**src/rtl/universal_shift_reg.sv**
```systemverilog
// Universal shift register with a multi-step IDLE/RUN/DONE sequencer.
// A start in IDLE latches an operation (mode) and step count (amt, clamped to N).
// Parallel load, hold and zero-length requests complete immediately.
// Shift and rotate requests step once per enabled clock while in RUN.
//
// Ports:
//   clk, rst          - clock; synchronous active-high reset
//   en                - step enable for RUN (low pauses the operation)
//   start             - operation request, sampled only in IDLE
//   mode[2:0]         - operation select, latched on start
//   amt[AW-1:0]       - number of single-bit steps, latched on start
//   d[N-1:0]          - parallel load data
//   sin_lsb, sin_msb  - serial inputs for logical left / right shifts
//   Q[N-1:0]          - register contents
//   sout_msb/sout_lsb - combinational copies of Q[N-1] / Q[0]
//   busy              - high while in RUN
//   done              - one-cycle completion pulse
module universal_shift_reg #(
  parameter int unsigned N = 4,
  localparam int unsigned AW = $clog2(N + 1)
) (
  input  logic          clk,
  input  logic          rst,
  input  logic          en,
  input  logic          start,
  input  logic [2:0]    mode,
  input  logic [AW-1:0] amt,
  input  logic [N-1:0]  d,
  input  logic          sin_lsb,
  input  logic          sin_msb,
  output logic [N-1:0]  Q,
  output logic          sout_msb,
  output logic          sout_lsb,
  output logic          busy,
  output logic          done
);

  localparam logic [2:0] M_HOLD = 3'b000;
  localparam logic [2:0] M_SHL  = 3'b001;
  localparam logic [2:0] M_SHR  = 3'b010;
  localparam logic [2:0] M_ROL  = 3'b011;
  localparam logic [2:0] M_ROR  = 3'b100;
  localparam logic [2:0] M_ASR  = 3'b101;
  localparam logic [2:0] M_LOAD = 3'b110;
  localparam logic [2:0] M_RSVD = 3'b111;

  typedef enum logic [1:0] {
    IDLE = 2'd0,
    RUN  = 2'd1,
    DONE = 2'd2
  } state_t;

  state_t        state_q, state_d;
  logic [AW-1:0] cnt_q, cnt_d;
  logic [2:0]    mode_q, mode_d;
  logic [N-1:0]  q_d;
  logic          busy_d, done_d;
  logic [AW-1:0] amt_clamped;

  // One single-bit step of the selected operation.
  function automatic logic [N-1:0] step_fn(input logic [2:0] m, input logic [N-1:0] q,
                                           input logic sl, input logic sm);
    logic [N-1:0] r;
    r = q;
    case (m)
      M_SHL:   r = {q[N-2:0], sl};
      M_SHR:   r = {sm, q[N-1:1]};
      M_ROL:   r = {q[N-2:0], q[N-1]};
      M_ROR:   r = {q[0], q[N-1:1]};
      M_ASR:   r = {q[N-1], q[N-1:1]};
      default: r = q;
    endcase
    return r;
  endfunction

  assign amt_clamped = (amt > AW'(N)) ? AW'(N) : amt;

  assign sout_msb = Q[N-1];
  assign sout_lsb = Q[0];

  // Next-state, counter, data and flag logic.
  always_comb begin
    state_d = state_q;
    cnt_d   = cnt_q;
    mode_d  = mode_q;
    q_d     = Q;
    case (state_q)
      IDLE: begin
        if (start) begin
          mode_d = mode;
          if (mode == M_LOAD) begin
            q_d     = d;
            cnt_d   = '0;
            state_d = DONE;
          end else if (mode == M_HOLD || mode == M_RSVD || amt_clamped == '0) begin
            cnt_d   = '0;
            state_d = DONE;
          end else begin
            cnt_d   = amt_clamped;
            state_d = RUN;
          end
        end
      end
      RUN: begin
        // Counter is never zero in RUN; the step taken at count 1 is the last.
        if (en) begin
          q_d   = step_fn(mode_q, Q, sin_lsb, sin_msb);
          cnt_d = cnt_q - AW'(1);
          if (cnt_q == AW'(1)) begin
            state_d = DONE;
          end
        end
      end
      DONE: begin
        state_d = IDLE;
      end
      default: begin
        state_d = IDLE;
        cnt_d   = '0;
      end
    endcase
    busy_d = (state_d == RUN);
    done_d = (state_d == DONE);
  end

  // State and output registers.
  always_ff @(posedge clk) begin
    if (rst) begin
      state_q <= IDLE;
      cnt_q   <= '0;
      mode_q  <= M_HOLD;
      Q       <= '0;
      busy    <= 1'b0;
      done    <= 1'b0;
    end else begin
      state_q <= state_d;
      cnt_q   <= cnt_d;
      mode_q  <= mode_d;
      Q       <= q_d;
      busy    <= busy_d;
      done    <= done_d;
    end
  end

endmodule

```
**config.mk**
```make
export PLATFORM = sky130hd
export DESIGN_NAME = universal_shift_reg
export DESIGN_NICKNAME = d
export VERILOG_FILES = /design/src/rtl/universal_shift_reg.sv
export SDC_FILE = /design/constraint.sdc
export NUM_CORES = 1
export LEC_CHECK = 0
export CAP_MARGIN = 20
export CORE_AREA = 4 4 52 54
export DETAILED_ROUTE_END_ITERATION = 8
export DIE_AREA = 0 0 56 58
export PLACE_DENSITY = 0.71
export RECOVER_POWER = 50
export SYNTH_ARGS = -nofsm -noshare
export SYNTH_HDL_FRONTEND = slang
export SYNTH_SLANG_ARGS = --single-unit
```
**constraint.sdc**
```tcl
create_clock -name clk -period 2 [get_ports clk]
set_clock_uncertainty 0.05 [all_clocks]
set_input_delay 0.3 -clock clk [delete_from_list [all_inputs] [get_ports clk]]
set_output_delay 0.3 -clock clk [all_outputs]
set_load 0.02 [all_outputs]
```
== After elaboration in Yosys (flattened, before gate mapping) ==
Cells that the tools add are included.

* Input bits: 16
* RAM bits: 0
* Bits in read-only memories: 0
* Word-level logic and storage cells: 55
* Latch bits: 0
* Memories kept: 0
* Bits in registers: 14
* Output and inout bits: 8

* $add $sub $neg: 1
* Div/mod/pow operators: 0
* Equal/unequal tests: 18
* Muxes and demuxes: 17
* Multipliers: 0
* Shift operators: 0
* Bitwise gates (word level): 1
* Reduce and logical (&&, ||, !) cells: 10
* Magnitude comparators: 1

{| class="wikitable"
|+ Operators with widths
! operator !! count
|-
| $pmux 4 s5 || 1
|-
| $mux 3 || 5
|-
| $eq 3x3->1 const B || 4
|-
| $mux 4 || 3
|-
| $mux 2 || 5
|-
| $pmux 3 s3 || 1
|-
| $ne 2x2->1 const B || 4
|-
| $pmux 4 s2 || 1
|-
| $eq 3x1->1 const B || 2
|-
| $eq 3x2->1 const B || 2
|-
| $logic_not 3->1 || 2
|-
| $ne 6x1->1 const B || 1
|-
| $reduce_and 6->1 || 1
|-
| $ne 5x1->1 const B || 1
|-
| $reduce_and 5->1 || 1
|-
| $eq 2x1->1 const B || 2
|-
| $eq 2x2->1 const B || 2
|-
| $pmux 2 s2 || 1
|-
| $gt 3x3->1 const B || 1
|-
| $reduce_and 3->1 || 1
|-
| $sub 3x1->3 const B || 1
|-
| $logic_not 2->1 || 1
|-
| $logic_or 1x1->1 || 2
|-
| $reduce_and 2->1 || 1
|-
| other kinds (2) || 2
|}

== Depth between registers and ports, before layout ==
* Depth in word-level cells: 9
* Mapped depth: 6
* Gate-level depth less buffers: 6

== Worst setup path after synthesis ==
Ideal clock, no wire load.

* Path kind: flip-flop to flip-flop
* Start: reg mode_q[2]
* End: reg Q[1]
* Required time: 1.854 ns
* Arrival time: 1.799 ns
* Clock period less this slack: 1.945 ns
* Setup slack: 0.055 ns
* Library setup time: 0.096 ns
* Buffers on the path: 0
* Stages on the path, launching flop included: 7
* Cells stage by stage: dfxtp_1 -> inv_1 -> ha_1 -> or4b_1 -> o31ai_1 -> a221oi_1 -> o41ai_2

* Cells in the longest elaborated chain, start to end: 4
* Elaborated cells between the ends (all ways): 10
* Classes of those cells: eq/ne (6); mux (3); reduce/logical (1)

{| class="wikitable"
|+ RTL lines
! element !! line !! source
|-
| from (decl) || 55 || <nowiki>logic [2:0] mode_q, mode_d;</nowiki>
|-
| from (signal assigned) || 138 || <nowiki>mode_q <= mode_d;</nowiki>
|-
| $eq 3x3->1 (tied with other cells) || 65 || <nowiki>case (m)</nowiki>
|-
| $pmux 4 s5 || 65 ||
|-
| $mux 4 || 106 || <nowiki>if (en) begin</nowiki>
|-
| $pmux 4 s2 || 87 || <nowiki>case (state_q)</nowiki>
|-
| to (signal assigned) || 139 || <nowiki>Q <= q_d;</nowiki>
|-
| to (decl) || 31 || <nowiki>output logic [N-1:0] Q,</nowiki>
|}

Several ways; a longest one is shown, not always the timed one. The select of a mux whose other input is x is not followed.
A chain may end at the register's enable or synchronous reset.

== Worst setup path in the final report ==
Same ends and word-level chain as after synthesis.

==> results.yml <==
power:
  power_density_nw_per_um2: 605
  cellLeakagePower_nw: 0.483
  ir_drop_uv: 311
drt:
  dr.pass1.iters: 4
  viasPerCell: 5.48
  ant_nets: 0
  wire_per_inst_um: 12.4
  totalWireLength_mm: 2.13
  drc: 0
  via_count: 942
  drtIter0Drc: 20
cts:
  clk_latency_ns: 0.28
  clk_pin_slew_ns: 0.08
  htree_levels: 1
  clock-sinks: 14
  cts_root_buf: "clkbuf_4"
  ctsHoldBuffers: 0
  clk_path_buf_depth: 2
  cts_repair_resize_count: 0
  cts_setup_buffers: 0
  tritoncts: "built"
  numCtsBuffers: 3
yosys:
  synth_cell_types: 37
  ys_async_sr_fraction_pct: 0
  synth_ff_type: "dfxtp_1"
  synth.cell_area_um2: 922
  synth.avg_cell_area_um2: 8.46
  syn_inst: 109
  synth_edf_count: 0
  synth_top_family_by_area: "compound AO/OA/AOI/OAI gates"
  synthMuxAreaShare_pct: 3.26
  synth_xor_area_share_pct: 0
  syn_nets: 128
  yosys.area_share.adder_pct: 4.07
  synth_top_cell_area_share_pct: 30.4
  ys_seq_area_share_pct: 30.4
  synth-simple-area-share_pct: 25.4
  synth_seq_cells: 14
  yosys.area.top_type: "dfxtp_1"
  synth_warnings: 0
  synth-compound-area-share_pct: 28.6
  synth_area_leaders: "dfxtp_1 30%, nor2_1 5.3%, o41ai_2 5.3%"
cells_and_area:
  multi_input_area_um2: 566
  nNetsFinal: 164
  n_fill_cell: 212
  final_cell_area_um2: 1270
  utilization_pct: 57.5
  diodes: 0
  ff_latch_area_um2: 280
  area_growth_pct: 37.9
  layout-drive-gt1-share_pct: 13.2
placement:
  preCtsSetupSlack_ns: -0.0531
  place_area_um2: 1250
  dp_hpwl_mm: 1.69
  io_buffers: 23
  gp_congestion: 0.797
global_routing:
  grt_first_pass_wirelength_mm: 3.77
  grt-ovfl-total: 0
  antenna_found_initial: 0
  grt_pass1_vias: 875
  grt_max_degree: 19
  grt_util_all_layers_pct: 14.3
floorplanning:
  die_w_um: 56
  io-pin-count: 24
  design.die.area_um2: 3250
  initial_core_util_pct: 41.7
  core_um2: 2210
  die_h_um: 58
  fp-row-count: 17
sta:
  rsz0062_at_grt: "true"
  tightest_slew_ns: 0.439
  slew_violations: 0
  relSlewSlack_pct: 70.5
  final.period_utilization_pct: 95.6
  min_period_ns: 1.91
  hold_ws_ns: 0.467
  finalHoldViolations: 0
  max_freq_mhz: 523
  setup_slack_ns: 0.0881
  finalSetupViolations: 0
setup_path:
  cp.required_ns: 2.14
  critical_path_class: "flop to flop"
  endpoint_kind: "flop"
  crit_fanout: 3
  startpoint_type: "flop"
  crit_arrival_ns: 2.06
outcome:
  status: "finished, final reports clean"
flow_run:
  cap_violations: 0
hold_path:
  hp-class: "flop to flop"
## layout by cell type, fill, tap and decap left out, drive strengths merged, types with 4 or more instances in the layout
cell / netlist / routed
a211oi: 5 / 5
buf: 5 / 11
dlygate4sd3: 0 / 4
nor2b: 5 / 5
clkdlybuf4s50: 0 / 19
nor3: 5 / 5
dfxtp: 14 / 14
nor2: 13 / 13
nand3b: 5 / 5
o21ai: 5 / 5
clkbuf: 2 / 8
a21oi: 6 / 6
inv: 7 / 7
## final timing paths
path | slack, ns | depth (start not counted) | end | startpoint
worst max register to register | 0.09 | 6 | Q[1] | mode_q[2]
worst min register to register | 0.47 | 2 | cnt_q[1] | cnt_q[1]
worst min-delay path | 0.47 | 2 | cnt_q[1] | cnt_q[1]
worst max-delay path | 0.09 | 6 | Q[1] | mode_q[2]
## registers in the layout (all words and copies together), names as in the netlist
register  cells
Q             4
cnt_q         3
mode_q        3
state_q       2
busy          1
done          1
## synth_stat cells, types with 2 or more instances
cell and count:
nand2_1 3, nand3b_1 5, o41ai_2 3, a221oi_1 2
nand2b_1 2, clkbuf_1 2, mux2i_1 3, nor3b_1 2
ha_1 3, nor3_1 5, buf_6 2, o31ai_1 2
buf_4 2, dfxtp_1 14, o21ai_0 5, nor2_1 13
a211o_1 2, inv_1 7, a211oi_1 5, nor2b_1 5
a21oi_1 6
## through the flow
stage | power (mW) | std cells | setup TNS [ns]
2_1_floorplan | 0.471 | 109 | 0
3_3_place_gp | 0.573 | 168 | 0
3_5_place_dp | 0.578 | 168 | -0.0732
4_1_cts | 0.785 | 172 | 0
5_1_grt | 0.815 | 172 | -0.0410
6_report | 0.769 | 172 | 0
## worst max-delay path: stages, from the launching register on
cell	delay (ns)
dfxtp_1	0.33
inv_1	0.07
ha_1	0.28
or4b_1	0.46
o31ai_1	0.14
a221oi_1	0.18
o41ai_2	0.32
## power by group
part | internal (mW) | total [mW] | leakage (nW) | switching, mW
sequential | 0.301 | 0.323 | 0.115 | 0.0225
clock | 0.111 | 0.205 | 0.0210 | 0.0939
combinational | 0.123 | 0.241 | 0.348 | 0.118
total | 0.535 | 0.769 | 0.483 | 0.234
## cell families (layout without fill, tap and decap cells)
group	after synthesis	count (layout)
AND/OR/NAND/NOR	42	42
AO/OA/AOI/OAI	33	33
flip-flops	14	14
buffers and inverters	14	49
adder cells (fa/ha/maj)	3	3
multiplexers	3	3
## metal layers
layer / vias to the layer above / GRT usage [%] / routed length [µm] / share of wire (%)
met2: 24 / 24.4 / 980 / 46
met3: 2 / 3.12 / 120 / 5.6
li1: 481 / - / - / -
met4: 0 / 5.08 / 20 / 0.94
met1: 435 / 17.9 / 1010 / 47
met5: - / 0 / 0 / 0
## cell type report
| class | count | share of cell area, % |
|---|---|---|
| timing repair buffer | 38 | 25.8 |
| sequential | 14 | 22.0 |
| inverter | 7 | 2.07 |
| multi-input combinational | 81 | 44.5 |
| clock buffer | 4 | 2.85 |
| tap | 28 | 2.76 |
(Power assumes the default switching activity.)
